[src/rtl/sdram_slot_arbiter.sv]
// Shares SDRAM slots between video, CPU, a buffered loader and an aux byte DMA port.
// One owner is chosen per mem_sync and its address/data are held for the whole slot.
module sdram_slot_arbiter #(
    parameter int LD_FIFO_DEPTH = 4
) (
    input  logic        clk_sys,
    input  logic        reset_n,
    input  logic        mem_sync,
    input  logic        phi0,
    input  logic [24:0] vid_adr,
    input  logic        cpu_req,
    input  logic [24:0] cpu_adr,
    input  logic        cpu_we,
    input  logic [7:0]  cpu_di,
    input  logic        ld_wr,
    input  logic [24:0] ld_adr,
    input  logic [7:0]  ld_data,
    output logic        ld_full,
    output logic        ld_ovf,
    input  logic        aux_req,
    input  logic        aux_we,
    input  logic [24:0] aux_adr,
    input  logic [7:0]  aux_di,
    output logic        aux_ack,
    output logic [7:0]  aux_do,
    output logic [24:0] sd_adr,
    output logic        sd_we,
    output logic [7:0]  sd_di,
    input  logic [7:0]  sd_do,
    output logic [1:0]  grant
);
    // aux FSM
    // state    | meaning
    // A_IDLE   | no aux request latched
    // A_WAIT   | request latched, waiting for an idle CPU slot
    // A_ISSUED | aux access owns the current slot, data taken at next mem_sync
    // A_DONE   | ack given, waiting for aux_req to drop
    typedef enum logic [1:0] {A_IDLE, A_WAIT, A_ISSUED, A_DONE} aux_state_t;

    localparam int PTR_W = $clog2(LD_FIFO_DEPTH);
    localparam logic [PTR_W:0] FULL_CNT = (PTR_W+1)'(LD_FIFO_DEPTH);

    logic [24:0]      ld_adr_mem  [LD_FIFO_DEPTH];
    logic [7:0]       ld_data_mem [LD_FIFO_DEPTH];
    logic [PTR_W-1:0] wr_ptr, rd_ptr;
    logic [PTR_W:0]   ld_count, ld_count_nxt;
    logic             fifo_empty, fifo_at_full, ld_push, ld_pop;

    aux_state_t  aux_state, aux_state_nxt;
    logic        aux_latch, aux_fire, aux_pending, aux_grant;
    logic        aux_we_q;
    logic [24:0] aux_adr_q;
    logic [7:0]  aux_di_q;

    logic [1:0]  slot_grant;
    logic [24:0] slot_adr;
    logic        slot_we;
    logic [7:0]  slot_di;

    assign fifo_empty   = (ld_count == '0);
    assign fifo_at_full = (ld_count == FULL_CNT);
    assign ld_pop       = mem_sync && !fifo_empty;
    // A pop in the same cycle frees the head entry, so a push at full is still accepted.
    assign ld_push      = ld_wr && (!fifo_at_full || ld_pop);

    always_comb begin
        ld_count_nxt = ld_count;
        case ({ld_push, ld_pop})
            2'b10:   ld_count_nxt = ld_count + 1'b1;
            2'b01:   ld_count_nxt = ld_count - 1'b1;
            default: ld_count_nxt = ld_count;
        endcase
    end

    always_ff @(posedge clk_sys) begin
        if (ld_push) begin
            ld_adr_mem[wr_ptr]  <= ld_adr;
            ld_data_mem[wr_ptr] <= ld_data;
        end
    end

    always_ff @(posedge clk_sys or negedge reset_n) begin
        if (!reset_n) begin
            wr_ptr   <= '0;
            rd_ptr   <= '0;
            ld_count <= '0;
            ld_full  <= 1'b0;
            ld_ovf   <= 1'b0;
        end else begin
            if (ld_push)
                wr_ptr <= wr_ptr + 1'b1;
            if (ld_pop)
                rd_ptr <= rd_ptr + 1'b1;
            ld_count <= ld_count_nxt;
            ld_full  <= (ld_count_nxt == FULL_CNT);
            if (ld_wr && !ld_push)
                ld_ovf <= 1'b1;
        end
    end

    assign aux_pending = (aux_state == A_WAIT) && aux_req;

    always_comb begin
        slot_grant = 2'd3;
        slot_adr   = cpu_adr;
        slot_we    = 1'b0;
        slot_di    = '0;
        aux_grant  = 1'b0;
        if (!fifo_empty) begin
            slot_grant = 2'd2;
            slot_adr   = ld_adr_mem[rd_ptr];
            slot_we    = 1'b1;
            slot_di    = ld_data_mem[rd_ptr];
        end else if (!phi0) begin
            slot_grant = 2'd0;
            slot_adr   = vid_adr;
        end else if (cpu_req) begin
            slot_grant = 2'd1;
            slot_adr   = cpu_adr;
            slot_we    = cpu_we;
            slot_di    = cpu_di;
        end else if (aux_pending) begin
            slot_grant = 2'd3;
            slot_adr   = aux_adr_q;
            slot_we    = aux_we_q;
            slot_di    = aux_di_q;
            aux_grant  = 1'b1;
        end
    end

    always_ff @(posedge clk_sys or negedge reset_n) begin
        if (!reset_n) begin
            sd_adr <= '0;
            sd_we  <= 1'b0;
            sd_di  <= '0;
            grant  <= 2'd0;
        end else if (mem_sync) begin
            sd_adr <= slot_adr;
            sd_we  <= slot_we;
            sd_di  <= slot_di;
            grant  <= slot_grant;
        end
    end

    always_comb begin
        aux_state_nxt = aux_state;
        aux_latch     = 1'b0;
        aux_fire      = 1'b0;
        case (aux_state)
            A_IDLE: begin
                if (aux_req) begin
                    aux_state_nxt = A_WAIT;
                    aux_latch     = 1'b1;
                end
            end
            A_WAIT: begin
                if (mem_sync && aux_grant)
                    aux_state_nxt = A_ISSUED;
                else if (!aux_req)
                    aux_state_nxt = A_IDLE;
            end
            A_ISSUED: begin
                // Completes regardless of aux_req once the slot was granted.
                if (mem_sync) begin
                    aux_state_nxt = A_DONE;
                    aux_fire      = 1'b1;
                end
            end
            A_DONE: begin
                if (!aux_req)
                    aux_state_nxt = A_IDLE;
            end
            default: aux_state_nxt = A_IDLE;
        endcase
    end

    always_ff @(posedge clk_sys or negedge reset_n) begin
        if (!reset_n) begin
            aux_state <= A_IDLE;
            aux_we_q  <= 1'b0;
            aux_adr_q <= '0;
            aux_di_q  <= '0;
            aux_ack   <= 1'b0;
            aux_do    <= '0;
        end else begin
            aux_state <= aux_state_nxt;
            aux_ack   <= aux_fire;
            if (aux_latch) begin
                aux_we_q  <= aux_we;
                aux_adr_q <= aux_adr;
                aux_di_q  <= aux_di;
            end
            if (aux_fire)
                aux_do <= sd_do;
        end
    end

endmodule

[config.mk]
export PLATFORM = sky130hd
export DESIGN_NAME = sdram_slot_arbiter
export DESIGN_NICKNAME = d
export VERILOG_FILES = /design/src/rtl/sdram_slot_arbiter.sv
export SDC_FILE = /design/constraint.sdc
export NUM_CORES = 1
export LEC_CHECK = 0
export ABC_AREA = 1
export CAP_MARGIN = 20
export CORE_MARGIN = 2
export CORE_UTILIZATION = 40
export CTS_CLUSTER_DIAMETER = 50
export DETAILED_ROUTE_END_ITERATION = 10
export HOLD_SLACK_MARGIN = 0.15
export PLACE_DENSITY = 0.65
export REMOVE_ABC_BUFFERS = 1
export SKIP_LAST_GASP = 1
export SYNTH_ARGS = -nofsm -noshare
export SYNTH_HDL_FRONTEND = slang
export SYNTH_SLANG_ARGS = --single-unit
[constraint.sdc]
create_clock -name clk_sys -period 3.2 [get_ports clk_sys]
set_input_delay 0.32 -clock clk_sys [delete_from_list [all_inputs] [get_ports clk_sys]]
set_output_delay 0.32 -clock clk_sys [all_outputs]
set_load 0.01 [all_outputs]
Yosys cells after proc, flatten, opt, wreduce, memory -nomap -nowiden

Memory sizes are Yosys's and may differ from the RTL's.
Index checks and enable logic that the tools add are counted.
Widths: inputs -> output; s select.

Reduce and logical (&&, ||, !) cells: 12
Add/subtract/negate cells: 4
Bitwise logic cells: 0
Shift-type cells: 0
$lt $le $gt $ge: 0
Equality and inequality tests: 9
Multiply operators: 0
Mux-type cells: 31
Div/mod/pow operators: 0

Operators by type and width:

| cell                | number |
|---|---|
| $mux 25             | 4 |
| $mux 8              | 4 |
| $mux 1              | 14 |
| $mux 2              | 7 |
| $pmux 2 s4          | 1 |
| $eq 2x2->1 const B  | 3 |
| $eq 3x3->1 const B  | 2 |
| $pmux 3 s2          | 1 |
| $logic_and 1x1->1   | 5 |
| $add 2x1->2 const B | 2 |
| $eq 2x1->1 const B  | 2 |
| $ne 2x2->1 const B  | 2 |
| $add 3x1->3 const B | 1 |
| $logic_not 1->1     | 3 |
| $logic_not 3->1     | 1 |
| $sub 3x1->3 const B | 1 |
| $logic_not 2->1     | 1 |
| $reduce_and 2->1    | 1 |
| $logic_or 1x1->1    | 1 |

Input port bits: 141
Latch bits: 0
Logic and storage cells: 73
Output and inout bits: 47
Bits in writable memories: 132
Memories kept: 2
Register bits after elaboration: 90
Memory bits (read-only): 0

Memory list:

| memory      | depth | width | rd ports | clocked after Yosys merged registers in | wr ports | line | text |
|---|---|---|---|---|---|---|---|
| ld_adr_mem  | 4     | 25    | 1        | 0                                       | 1        | 43   | `logic [24:0] ld_adr_mem [LD_FIFO_DEPTH];` |
| ld_data_mem | 4     | 8     | 1        | 0                                       | 1        | 44   | `logic [7:0] ld_data_mem [LD_FIFO_DEPTH];` |

Depth between registers and ports, before layout

Gate-level depths: netlist of the first run.

Depth in word-level cells: 9
Gate-level depth with buffers: 14
Depth with buffers taken out: 13

Worst setup path before layout of the first run

Ideal clock, no wire load.

Kind: reg-to-reg
From: register ld_count[0]
To: memory ld_adr_mem[0][0] (enable)
Slack: 689 ps
Required time: 2777 ps
Clock period less this slack: 2511 ps
Stages on the path, launching flop included: 5
Data arrival time: 2088 ps
Cell sequence: dfrtp_1 > nor2_1 > nand3_1 > nand2_1 > nor2_1

Longest elaborated chain between the ends: 7
Elaborated cells between the ends (all ways): 9

RTL lines:

| what                             | line | text |
|---|---|---|
| from (decl)                      | 46   | `logic [PTR_W:0] ld_count, ld_count_nxt;` |
| from (signal assigned)           | 94   | `ld_count <= ld_count_nxt;` |
| $logic_not 3->1                  | 60   | `assign fifo_empty = (ld_count == '0);` |
| $logic_not 1->1                  | -    |  |
| $logic_and 1x1->1                | 62   | `assign ld_pop = mem_sync && !fifo_empty;` |
| $logic_or 1x1->1 (*)             | 64   | `assign ld_push = ld_wr && (!fifo_at_full \|\| ld_pop);` |
| $logic_and 1x1->1 (*)            | 64   |  |
| $mux 1 (*)                       | 76   | `if (ld_push) begin` |
| $mux 1 (not written as such) (*) | 77   | `ld_adr_mem[wr_ptr] <= ld_adr;` |
| to (decl)                        | 43   |  |

Every way passes the cells marked *; elsewhere a longest branch is shown, timed or not.

Worst setup path after layout of the first run

From: register ld_count[1]
To: register ld_full

Longest elaborated chain between the ends: 8
Elaborated cells between the ends (all ways): 13

RTL lines:

| what                                            | line | text |
|---|---|---|
| $logic_not 3->1                                 | 60   |  |
| $logic_not 1->1                                 | -    |  |
| $logic_and 1x1->1                               | 62   |  |
| $logic_or 1x1->1                                | 64   |  |
| $logic_and 1x1->1                               | 64   |  |
| $eq 2x1->1 / $eq 2x2->1 (equally long branches) | 68   | `case ({ld_push, ld_pop})` |
| $pmux 3 s2 (*)                                  | 68   |  |
| named net ld_count_nxt[2]                       | 46   |  |
| $eq 3x3->1 (*)                                  | 95   | `ld_full <= (ld_count_nxt == FULL_CNT);` |
| to (signal assigned)                            | 95   |  |
| to (decl)                                       | 18   | `output logic ld_full,` |

The timed path passes the listed nets; every way through them passes the cells marked *.
A chain may end at the register's enable or synchronous reset.

==> results_dict.tcl, run 1 <==
set metrics [dict create \
    outcome "finished clean" \
    post_cts.resized_instances 0 \
    postSynthRegisterBits 222 \
    drc_errors 0 \
    cts_post_setup_buffers_inserted 0 \
    numCtsBuffers 28 \
    fin_ws_ns 0.814 \
    report.final.hold_viol_count 0 \
    path_clk_slew_ns 0.06 \
    antenna_left 0 \
    worst_r2r_startpoint "ld_count[1]$_DFF_PN0_" \
    synth-compound-area-share 0.0326 \
    max_slew_margin 0.473 \
    via_per_inst 4.78 \
    grt.overflow.total 0 \
    placed_cells_incl_taps 1565 \
    grt_start_max_net_pins 68 \
    max_cap_violations 0 \
    drive_above_1_share 0.0885 \
    data_arrival_time_of_the_critical_path_ns 2.85 \
    grt_use_total 0.198 \
    total_routed_length_mm 26.7 \
    synth_largest_area_cell "sky130_fd_sc_hd__edfxtp_1" \
    synth.area.mux_share 0.0353 \
    detail_route.first_pass.iterations 5 \
    mostFrequentLayoutCell "sky130_fd_sc_hd__nand2_1" \
    holdCritPathClass "in2reg" \
    ir_worst_vdd_mv 0.363 \
    wl_met3_mm 1.67 \
    post-route-min-period_ns 2.39 \
    cts_hold_buf 1 \
    top_layer "met5" \
    layout.nets 1413 \
    synth-xor-area-share 0.00340 \
    worst_setup_path_start_kind "register" \
    grt_antenna_before_repair 2 \
    yosys_warnings 0 \
    max_slew.worst_pin.slew_ns 0.791 \
    type_of_element_capturing_the_critical_path "register" \
    detail_route.wl_per_cell_um 16.5 \
    hold_path_startpoint "mem_sync" \
    synth_simple_gate_area_share 0.219 \
    skew_ns 0.0104 \
    criticalPathCategory "reg2reg" \
    cellLeakagePower_nw 6.14 \
    register_area_sq_mm 0.00622 \
    startpoint "ld_count[1]$_DFF_PN0_" \
    drt_initial_violations 485 \
    synthCells 1085 \
    max_freq_mhz 419 \
    chipWidth_um 165 \
    routedLengthMet1_mm 11.5 \
    clock_tree.buffer_depth 3 \
    crit_path_max_fanout 8 \
    first_global_vias 7749 \
    fin_crit_sh 0.746 \
    grt_setup_unrepaired "no" \
    port_buffers 187 \
    whs_ns 0.284 \
    synthesis.area_sq_mm 0.0103 \
    place_congestion 0.793 \
    power_density_mw_per_mm2 800 \
    total_die_area_sq_mm 0.0271 \
    avg_inst_size_synth_sq_um 9.51 \
    worstSkewPairLatency_ns 0.53 \
    pin_count 188 \
    drv_slew 0 \
    timing.final.setup_violations 0 \
    floorplan.rows 58 \
    area_growth_pct 30.4 \
    multi_input_comb_area_sq_mm 0.00311 \
    clk_root_buffer_cell "sky130_fd_sc_hd__clkbuf_16" \
    synthTopCellsByArea "sky130_fd_sc_hd__edfxtp_1, sky130_fd_sc_hd__dfrtp_1, sky130_fd_sc_hd__nand2_1" \
    ys_seq_area_frac 0.603 \
    met2RoutedLength_mm 12.9 \
    die_y_um 165 \
    synthAdderAreaFrac 0.00800 \
    clock-sinks 222 \
    post_synth_top_area_share 0.384 \
    hpwl_after_detailed_placement_mm 16.9 \
    cell_variety_after_synth 31 \
    cts_tree "yes" \
    via_count 7738 \
    grt_pass1_wl_mm 41.2 \
    design.core.area_sq_mm 0.0253 \
    finalNonFillerCells 1620 \
    most-common-layout-cells "sky130_fd_sc_hd__nand2_1, sky130_fd_sc_hd__clkdlybuf4s50_1, sky130_fd_sc_hd__inv_1" \
    cts_htree_levels 1 \
    placement.setup.worst_slack_ns 0.697 \
    cp_data_required_time_ns 3.66 \
    fillerInstances 2229 \
    finalSetupTns_ns 0 \
    initial_standard_cell_utilization_of_the_core 0.408 \
    largest_family_of_logic_cells_by_synthesized_area "simple AND/OR/NAND/NOR gates" \
]
-- stage by stage --
stage	instance area (sq um)	total power [mW]	util
floorplan	9980	6.05	-
global placement	12500	7.61	0.494
detailed placement	12500	7.67	0.494
CTS	13400	10.9	0.533
global route	13500	11.4	0.533
finish	13500	10.8	0.533
-- final cells by class --
class,count,area share
inverters,181,0.0507
repair buffers,205,0.153
flip-flops and latches,222,0.462
multi-input cells,628,0.231
clock buffers,35,0.0586
diodes,2,0.000372
well taps,330,0.0307
clock inverters,17,0.0129
-- path summary, 6_finish.rpt --
kind                                       endpoint  slack (ns)  cells past startpoint
min in group asynchronous   aux_di_q[4]$_DFFE_PN0P_        0.41                      2
max                               ld_full$_DFF_PN0_        0.81                     12
min reg2reg                   aux_do[0]$_DFFE_PN0P_        0.47                      2
max reg2reg                       ld_full$_DFF_PN0_        0.81                     12
max in group asynchronous  aux_adr_q[4]$_DFFE_PN0P_        2.11                      3
min                               sd_we$_DFFE_PN0P_        0.28                      3
-- sequential cells by signal (all words and copies together) (netlist names), 3 cells and up --
signal / count
aux_do: 8
aux_adr_q: 25
ld_adr_mem: 100
ld_data_mem: 32
sd_adr: 25
aux_di_q: 8
ld_count: 3
sd_di: 8
-- where the power goes --
part           switching, mW  leakage, nW  total (mW)  internal [mW]
Clock                   1.24        0.478        3.17           1.93
Sequential             0.367         2.28        4.16           3.79
Combinational           1.98         3.38        3.43           1.44
Total                   3.59         6.14        10.8           7.17
-- Yosys cell counts --
| master | instances |
|---|---|
| sky130_fd_sc_hd__nand2_2 | 2 |
| sky130_fd_sc_hd__buf_4 | 8 |
| sky130_fd_sc_hd__nand2_1 | 320 |
| sky130_fd_sc_hd__buf_6 | 9 |
| sky130_fd_sc_hd__nor2_8 | 1 |
| sky130_fd_sc_hd__nand3_1 | 137 |
| sky130_fd_sc_hd__inv_2 | 7 |
| sky130_fd_sc_hd__inv_4 | 1 |
| sky130_fd_sc_hd__nor3_1 | 1 |
| sky130_fd_sc_hd__nand3b_1 | 16 |
| sky130_fd_sc_hd__buf_1 | 2 |
| sky130_fd_sc_hd__dfrtp_1 | 90 |
| sky130_fd_sc_hd__a21oi_1 | 37 |
| sky130_fd_sc_hd__o21ai_0 | 17 |
| sky130_fd_sc_hd__o21bai_1 | 1 |
| sky130_fd_sc_hd__xor2_1 | 3 |
| sky130_fd_sc_hd__clkbuf_1 | 5 |
| sky130_fd_sc_hd__o21ai_1 | 10 |
| sky130_fd_sc_hd__ha_1 | 5 |
| sky130_fd_sc_hd__inv_1 | 163 |
| sky130_fd_sc_hd__nand2_4 | 1 |
| sky130_fd_sc_hd__clkinv_1 | 10 |
| sky130_fd_sc_hd__nor2_4 | 3 |
| sky130_fd_sc_hd__xnor2_1 | 1 |
| sky130_fd_sc_hd__nor2_1 | 46 |
| sky130_fd_sc_hd__edfxtp_1 | 132 |
| sky130_fd_sc_hd__fa_1 | 1 |
| sky130_fd_sc_hd__buf_2 | 30 |
| sky130_fd_sc_hd__mux2_2 | 3 |
| sky130_fd_sc_hd__mux2_4 | 22 |
| sky130_fd_sc_hd__o311ai_0 | 1 |
-- layer usage --
| layer | GRT usage | vias to the layer above |
|---|---|---|
| met1 | 0.251 | 3668 |
| met4 | 0.0553 | 2 |
| met3 | 0.0362 | 44 |
| met2 | 0.346 | 213 |
| met5 | 0 | - |
| li1 | - | 3811 |
-- cells by family after synthesis --
kind of cell             after synthesis
XOR/XNOR                               4
multiplexers                          25
AO/OA/AOI/OAI                         66
buffers and inverters                235
AND/OR/NAND/NOR                      527
flip-flops                           222
adder cells (fa/ha/maj)                6
-- worst max-delay path: stages, from the launching register on --
cell	delay, ns
sky130_fd_sc_hd__dfrtp_1	0.39
sky130_fd_sc_hd__nor2_1	0.18
sky130_fd_sc_hd__nand3_1	0.11
sky130_fd_sc_hd__nand2_1	0.42
sky130_fd_sc_hd__ha_1	0.26
sky130_fd_sc_hd__inv_1	0.07
sky130_fd_sc_hd__fa_1	0.38
sky130_fd_sc_hd__inv_1	0.07
sky130_fd_sc_hd__nand2_1	0.04
sky130_fd_sc_hd__nand3_1	0.07
sky130_fd_sc_hd__xor2_1	0.18
sky130_fd_sc_hd__nand2_1	0.06
sky130_fd_sc_hd__nor2_1	0.08
(Power assumes the default switching activity.)
==> run 2, diff against run 1 <==
Clock period 3.2 ns to 2.3 ns, I/O delays scaled along.
==> run 2 against run 1 <==
Maximum frequency increased by 20%. Die area is the same. Clock power increased by 28%. Sequential share of layout area grew 0.17 points. Count of clock-buffer cells in the layout shrank 5. Flip-flop and latch count unchanged. Hold slack worse by 0.096 ns. Core utilization fell by 0.20 points. Critical path depth unchanged. Critical endpoint unchanged. Largest cell class unchanged. Highest routed layer unchanged.
==> results_dict.tcl, run 2 (synthesized netlist as in run 1, its figures left out) <==
set metrics [dict create \
    cp_common_cell "sky130_fd_sc_hd__nand2_1" \
    pin_count 188 \
    grt-busiest-layer "met2" \
    total_routed_length_mm 26.6 \
    drc_errors 0 \
    data_arrival_time_of_the_critical_path_ns 2.44 \
    max_slew.worst_pin.slew_ns 0.731 \
    antenna_left 0 \
    placed_cells_incl_taps 1573 \
    path_clk_slew_ns 0.06 \
    holdCritPathClass "in2reg" \
    total_die_area_sq_mm 0.0271 \
    multi_input_comb_area_sq_mm 0.00311 \
    worst_setup_path_start_kind "register" \
    startpoint "ld_count[1]$_DFF_PN0_" \
    drive_above_1_share 0.0890 \
    max_reg_flops 100 \
    top_regs "ld_adr_mem x100, ld_data_mem x32" \
    floorplan.rows 58 \
    most-common-layout-cells "sky130_fd_sc_hd__nand2_1, sky130_fd_sc_hd__clkdlybuf4s50_1, sky130_fd_sc_hd__inv_1" \
    max_freq_mhz 503 \
    detail_route.wl_per_cell_um 16.4 \
    regMostFlops "ld_adr_mem" \
    r2r_end "ld_full$_DFF_PN0_" \
    port_buffers 187 \
    grt_setup_unrepaired "no" \
    design.core.area_sq_mm 0.0253 \
    grt_util_met2 0.348 \
    hold_path_startpoint "mem_sync" \
    numCtsBuffers 26 \
    fin_crit_sh 0.864 \
    via_per_inst 4.76 \
    use_met1 0.257 \
    path_delay_family "simple AND/OR/NAND/NOR gates" \
    crit_path_max_fanout 3 \
    worstSkewPairLatency_ns 0.53 \
    whs_ns 0.188 \
    grt_antenna_before_repair 1 \
    clk_root_buffer_cell "sky130_fd_sc_hd__clkbuf_16" \
    grt_use_total 0.200 \
    register_area_sq_mm 0.00622 \
    layout.nets 1419 \
    fillerInstances 2279 \
    type_of_element_capturing_the_critical_path "register" \
    detail_route.first_pass.iterations 4 \
    outcome "finished clean" \
    cp_num_buf_inv 2 \
    crit_slowest_cell "sky130_fd_sc_hd__dfrtp_1" \
    report.final.hold_viol_count 0 \
    worst_r2r_startpoint "ld_count[1]$_DFF_PN0_" \
    grt_start_max_net_pins 68 \
    post-route-min-period_ns 1.99 \
    clock-sinks 222 \
    finalNonFillerCells 1623 \
    cts_htree_levels 1 \
    criticalPathCategory "reg2reg" \
    cts_tree "yes" \
    power_density_mw_per_mm2 1090 \
    grt_pass1_wl_mm 41.8 \
    initial_standard_cell_utilization_of_the_core 0.408 \
    clock_tree.buffer_depth 3 \
    grt.met3_usage 0.0387 \
    timing.hold.worst_path_depth 3 \
    area_growth_pct 29.9 \
    skew_ns 0.0136 \
    drt_initial_violations 449 \
    drv_slew 0 \
    die_y_um 165 \
    cellLeakagePower_nw 6.12 \
    critical_path_cell_by_cell "nor2_1 > nand3_1 > nand2_1 > ha_1 > inv_1 > fa_1 > inv_1 > nand2_1 > nand3_1 > xor2_1 > nand2_1 > nor2_1" \
    hold-path-endpoint "grant[1]$_DFFE_PN0P_" \
    via_count 7720 \
    place_congestion 0.793 \
    worst_r2r_path_depth 12 \
    grt.overflow.total 0 \
    mostFrequentLayoutCell "sky130_fd_sc_hd__nand2_1" \
    timing.final.setup_violations 0 \
    cp_data_required_time_ns 2.76 \
    worst-r2r-setup-slack_ns 0.31 \
    max_cap_violations 0 \
    critPathMaxStageDelay_ns 0.40 \
    max_slew_margin 0.513 \
    ir_worst_vdd_mv 0.535 \
    chipWidth_um 165 \
    hpwl_after_detailed_placement_mm 17.0 \
    first_global_vias 7830 \
]
[run 2: cell types whose count changed in the layout (fill, tap and decap cells not counted), sizes merged]
cell | before | now
diode | 2 | 1
clkinvlp | 1 | 3
clkbuf | 35 | 30
inv | 175 | 174
buf | 19 | 27
[run 2: repair_timing]
item,4_1_cts,5_1_grt
hold endpoints to repair,41,0
gates resized for setup,0,0
hold buffers,1,0
buffers inserted,0,0
[run 2: layer usage]
| metal | vias up | wire length (um) |
|---|---|---|
| met5 | - | 12 |
| met3 | 41 | 1700 |
| met1 | 3643 | 11500 |
| li1 | 3822 | - |
| met2 | 212 | 12900 |
| met4 | 2 | 575 |
[run 2: stage by stage]
stage	setup slack (ns)	total power, mW	area, sq um	utilization	TNS, ns
2_1_floorplan	-0.527	8.41	9980	-	-71.11
3_3_place_gp	0.342	10.6	12500	0.496	0
3_5_place_dp	0.286	10.7	12500	0.496	0
4_1_cts	0.292	14.8	13400	0.531	0
5_1_grt	0.0886	15.6	13400	0.531	0
6_report	0.313	14.7	13400	0.531	0
[run 2: area by class of cell]
cell class | instances | share of cell area
sequential | 222 | 0.464
timing repair buffer | 213 | 0.158
clock inverter | 18 | 0.0125
tap | 330 | 0.0308
multi-input combinational | 628 | 0.232
clock buffer | 30 | 0.0512
inverter | 181 | 0.0509
antenna | 1 | 0.000187
[run 2: worst max path at each step]
stage	end	cells after the start	slack, ns
3_5_place_dp	ld_full$_DFF_PN0_	12	0.29
4_1_cts	ld_full$_DFF_PN0_	12	0.29
2_1_floorplan	ld_adr_mem[0][0]$_DFFE_PP_	4	-0.53
3_3_place_gp	ld_full$_DFF_PN0_	11	0.34
6_report	ld_full$_DFF_PN0_	12	0.31
5_1_grt	ld_full$_DFF_PN0_	12	0.09
[run 2: worst reg2reg max path, stage by stage (launching register included)]
cell and delay [ns]:
sky130_fd_sc_hd__dfrtp_1 0.40, sky130_fd_sc_hd__nor2_1 0.17, sky130_fd_sc_hd__nand3_1 0.13, sky130_fd_sc_hd__nand2_1 0.11
sky130_fd_sc_hd__ha_1 0.18, sky130_fd_sc_hd__inv_1 0.07, sky130_fd_sc_hd__fa_1 0.38, sky130_fd_sc_hd__inv_1 0.06
sky130_fd_sc_hd__nand2_1 0.04, sky130_fd_sc_hd__nand3_1 0.07, sky130_fd_sc_hd__xor2_1 0.18, sky130_fd_sc_hd__nand2_1 0.06
sky130_fd_sc_hd__nor2_1 0.08
[run 2: power breakdown]
part           total (mW)  internal (mW)  leakage, nW  switching (mW)
combinational        4.92           2.07         3.42            2.85
sequential           5.68           5.28         2.28           0.407
clock                4.06           2.39        0.415            1.67
total                14.7           9.74         6.12            4.93
==> run 3, diff against run 2 <==
Settings changed: CAP_MARGIN 20 to unset, CORE_ASPECT_RATIO set to 1.5.
==> run 3 against run 2 <==
Count of clock-buffer cells in the layout unchanged. Critical path type unchanged. Global-route usage down 1.3 points. Highest routed layer is now met4. Non-clock buffer count down 3. Final area shrank 0.24%.
==> results_dict.tcl, run 3 (synthesized netlist as in run 1, its figures left out) <==
set metrics [dict create \
    power.net_switching_mw 4.87 \
    path_clk_slew_ns 0.06 \
    initial_standard_cell_utilization_of_the_core 0.403 \
    hpwl_after_detailed_placement_mm 16.8 \
    fin_ws_ns 0.283 \
    via_per_inst 4.72 \
    pin_count 188 \
    cts_htree_levels 1 \
    clock-sinks 222 \
    most-common-layout-cells "sky130_fd_sc_hd__nand2_1, sky130_fd_sc_hd__clkdlybuf4s50_1, sky130_fd_sc_hd__inv_1" \
    area_growth_pct 29.6 \
    finalSetupTns_ns 0 \
    report.final.hold_viol_count 0 \
    data_arrival_time_of_the_critical_path_ns 2.46 \
    comb_power_share 0.343 \
    regMostFlops "ld_adr_mem" \
    grt_setup_unrepaired "no" \
    detailed_place.area_sq_mm 0.0126 \
    drt_initial_violations 479 \
    numCtsBuffers 23 \
    ir_worst_vdd_mv 0.719 \
    layout.nets 1413 \
    fin_total_pwr_mw 14.6 \
    wl_met3_mm 1.34 \
    worstSkewPairLatency_ns 0.51 \
    chipWidth_um 135 \
    placement.setup.worst_slack_ns -0.0184 \
    floorplan.rows 72 \
    clock_tree.buffer_depth 3 \
    switching_share 0.333 \
    cellLeakagePower_nw 6.08 \
    crit_path_max_fanout 3 \
    outcome "finished clean" \
    total_routed_length_mm 25.6 \
    grt_start_max_net_pins 68 \
    antenna_left 0 \
    max_slew.worst_pin.slew_ns 0.721 \
    post-route-min-period_ns 2.02 \
    criticalPathCategory "reg2reg" \
    detail_route.wl_per_cell_um 15.9 \
    holdCritPathClass "in2reg" \
    via_count 7625 \
    routedLengthMet1_mm 10.3 \
    design.core.area_sq_mm 0.0256 \
    finalNonFillerCells 1616 \
    drv_slew 0 \
    final_core_utilization 0.523 \
    worst_setup_path_start_kind "register" \
    power.internal_mw 9.77 \
    cp_data_required_time_ns 2.74 \
    whs_ns 0.258 \
    timing.hold.worst_path_depth 3 \
    max_reg_flops 100 \
    place_congestion 0.829 \
    top_layer "met4" \
    worst_r2r_path_depth 12 \
    drive_above_1_share 0.0780 \
    max_freq_mhz 496 \
    max_cap_violations 0 \
    clk_root_buffer_cell "sky130_fd_sc_hd__clkbuf_16" \
    total_die_area_sq_mm 0.0271 \
    grt_pass1_wl_mm 39.9 \
    grt_use_total 0.188 \
    power_density_mw_per_mm2 1090 \
    drc_errors 0 \
    clock_power_share 0.269 \
    p_seq_frac 0.388 \
    die_y_um 201 \
    timing.final.setup_violations 0 \
    detail_route.first_pass.iterations 5 \
    post_cts.resized_instances 0 \
    top_regs "ld_adr_mem x100, ld_data_mem x32" \
    type_of_element_capturing_the_critical_path "register" \
    port_buffers 187 \
    first_global_vias 7674 \
    cts_tree "yes" \
    grt_antenna_before_repair 1 \
    skew_ns 0.0176 \
    max_slew_margin 0.519 \
    met2RoutedLength_mm 13.0 \
    final_area_sq_mm 0.0134 \
    grt.overflow.total 0 \
    mostFrequentLayoutCell "sky130_fd_sc_hd__nand2_1" \
    placed_cells_incl_taps 1573 \
    fin_crit_sh 0.877 \
]
[run 3: cell types whose count changed in the layout (fill, tap and decap cells not counted), sizes merged]
cell,delta
buf,-4
bufinv,+3
clkdlybuf4s50,+1
clkinv,-7
clkinvlp,-2
inv,-1
[run 3: layout make-up]
type / count / area, sq um
diodes: 1 / 2.50
clock buffers: 30 / 602
clock inverters: 11 / 196
fillers: 2294 / 12200
inverters: 181 / 682
multi-input cells: 628 / 3110
flip-flops and latches: 222 / 6220
well taps: 333 / 417
repair buffers: 210 / 2140
[run 3: routing by layer]
layer | vias to the layer above | GRT usage
met4 | 0 | 0.0871
li1 | 3795 | -
met5 | - | 0
met1 | 3554 | 0.230
met3 | 64 | 0.0232
met2 | 212 | 0.328
[run 3: path summary, 6_finish.rpt]
| check | start | endpoint | slack, ns |
|---|---|---|---|
| setup / recovery | ld_count[1]$_DFF_PN0_ | ld_full$_DFF_PN0_ | 0.28 |
| hold / removal | sd_do[2] | aux_do[2]$_DFFE_PN0P_ | 0.26 |
| setup reg to reg | ld_count[1]$_DFF_PN0_ | ld_full$_DFF_PN0_ | 0.28 |
| hold reg to reg | aux_do[1]$_DFFE_PN0P_ | aux_do[1]$_DFFE_PN0P_ | 0.47 |
| max in group asynchronous | reset_n | aux_do[4]$_DFFE_PN0P_ | 1.36 |
| min in group asynchronous | reset_n | sd_adr[10]$_DFFE_PN0P_ | 0.28 |
[run 3: repair_timing]
item,CTS,global route
hold buffers,1,0
setup buffers,0,0
endpoints found under the hold margin,43,0
[run 3: power by group through the flow]
stage | combinational, mW | sequential (mW) | clock, mW
final | 5.01 | 5.68 | 3.94
after global placement | 4.98 | 5.74 | 0
after global routing | 5.58 | 5.77 | 4.17
after detailed placement | 5.05 | 5.75 | 0
after CTS | 5.08 | 5.68 | 4.02
after floorplan | 2.40 | 6.01 | 0
[run 3: worst max-delay path: stages, from the launching register on]
cell and delay, ns:
sky130_fd_sc_hd__dfrtp_1 0.40, sky130_fd_sc_hd__nor2_1 0.17, sky130_fd_sc_hd__nand3_1 0.12, sky130_fd_sc_hd__nand2_1 0.11, sky130_fd_sc_hd__ha_1 0.17, sky130_fd_sc_hd__inv_1 0.07
sky130_fd_sc_hd__fa_1 0.38, sky130_fd_sc_hd__inv_1 0.06, sky130_fd_sc_hd__nand2_1 0.04, sky130_fd_sc_hd__nand3_1 0.08, sky130_fd_sc_hd__xor2_1 0.19, sky130_fd_sc_hd__nand2_1 0.07
sky130_fd_sc_hd__nor2_1 0.09
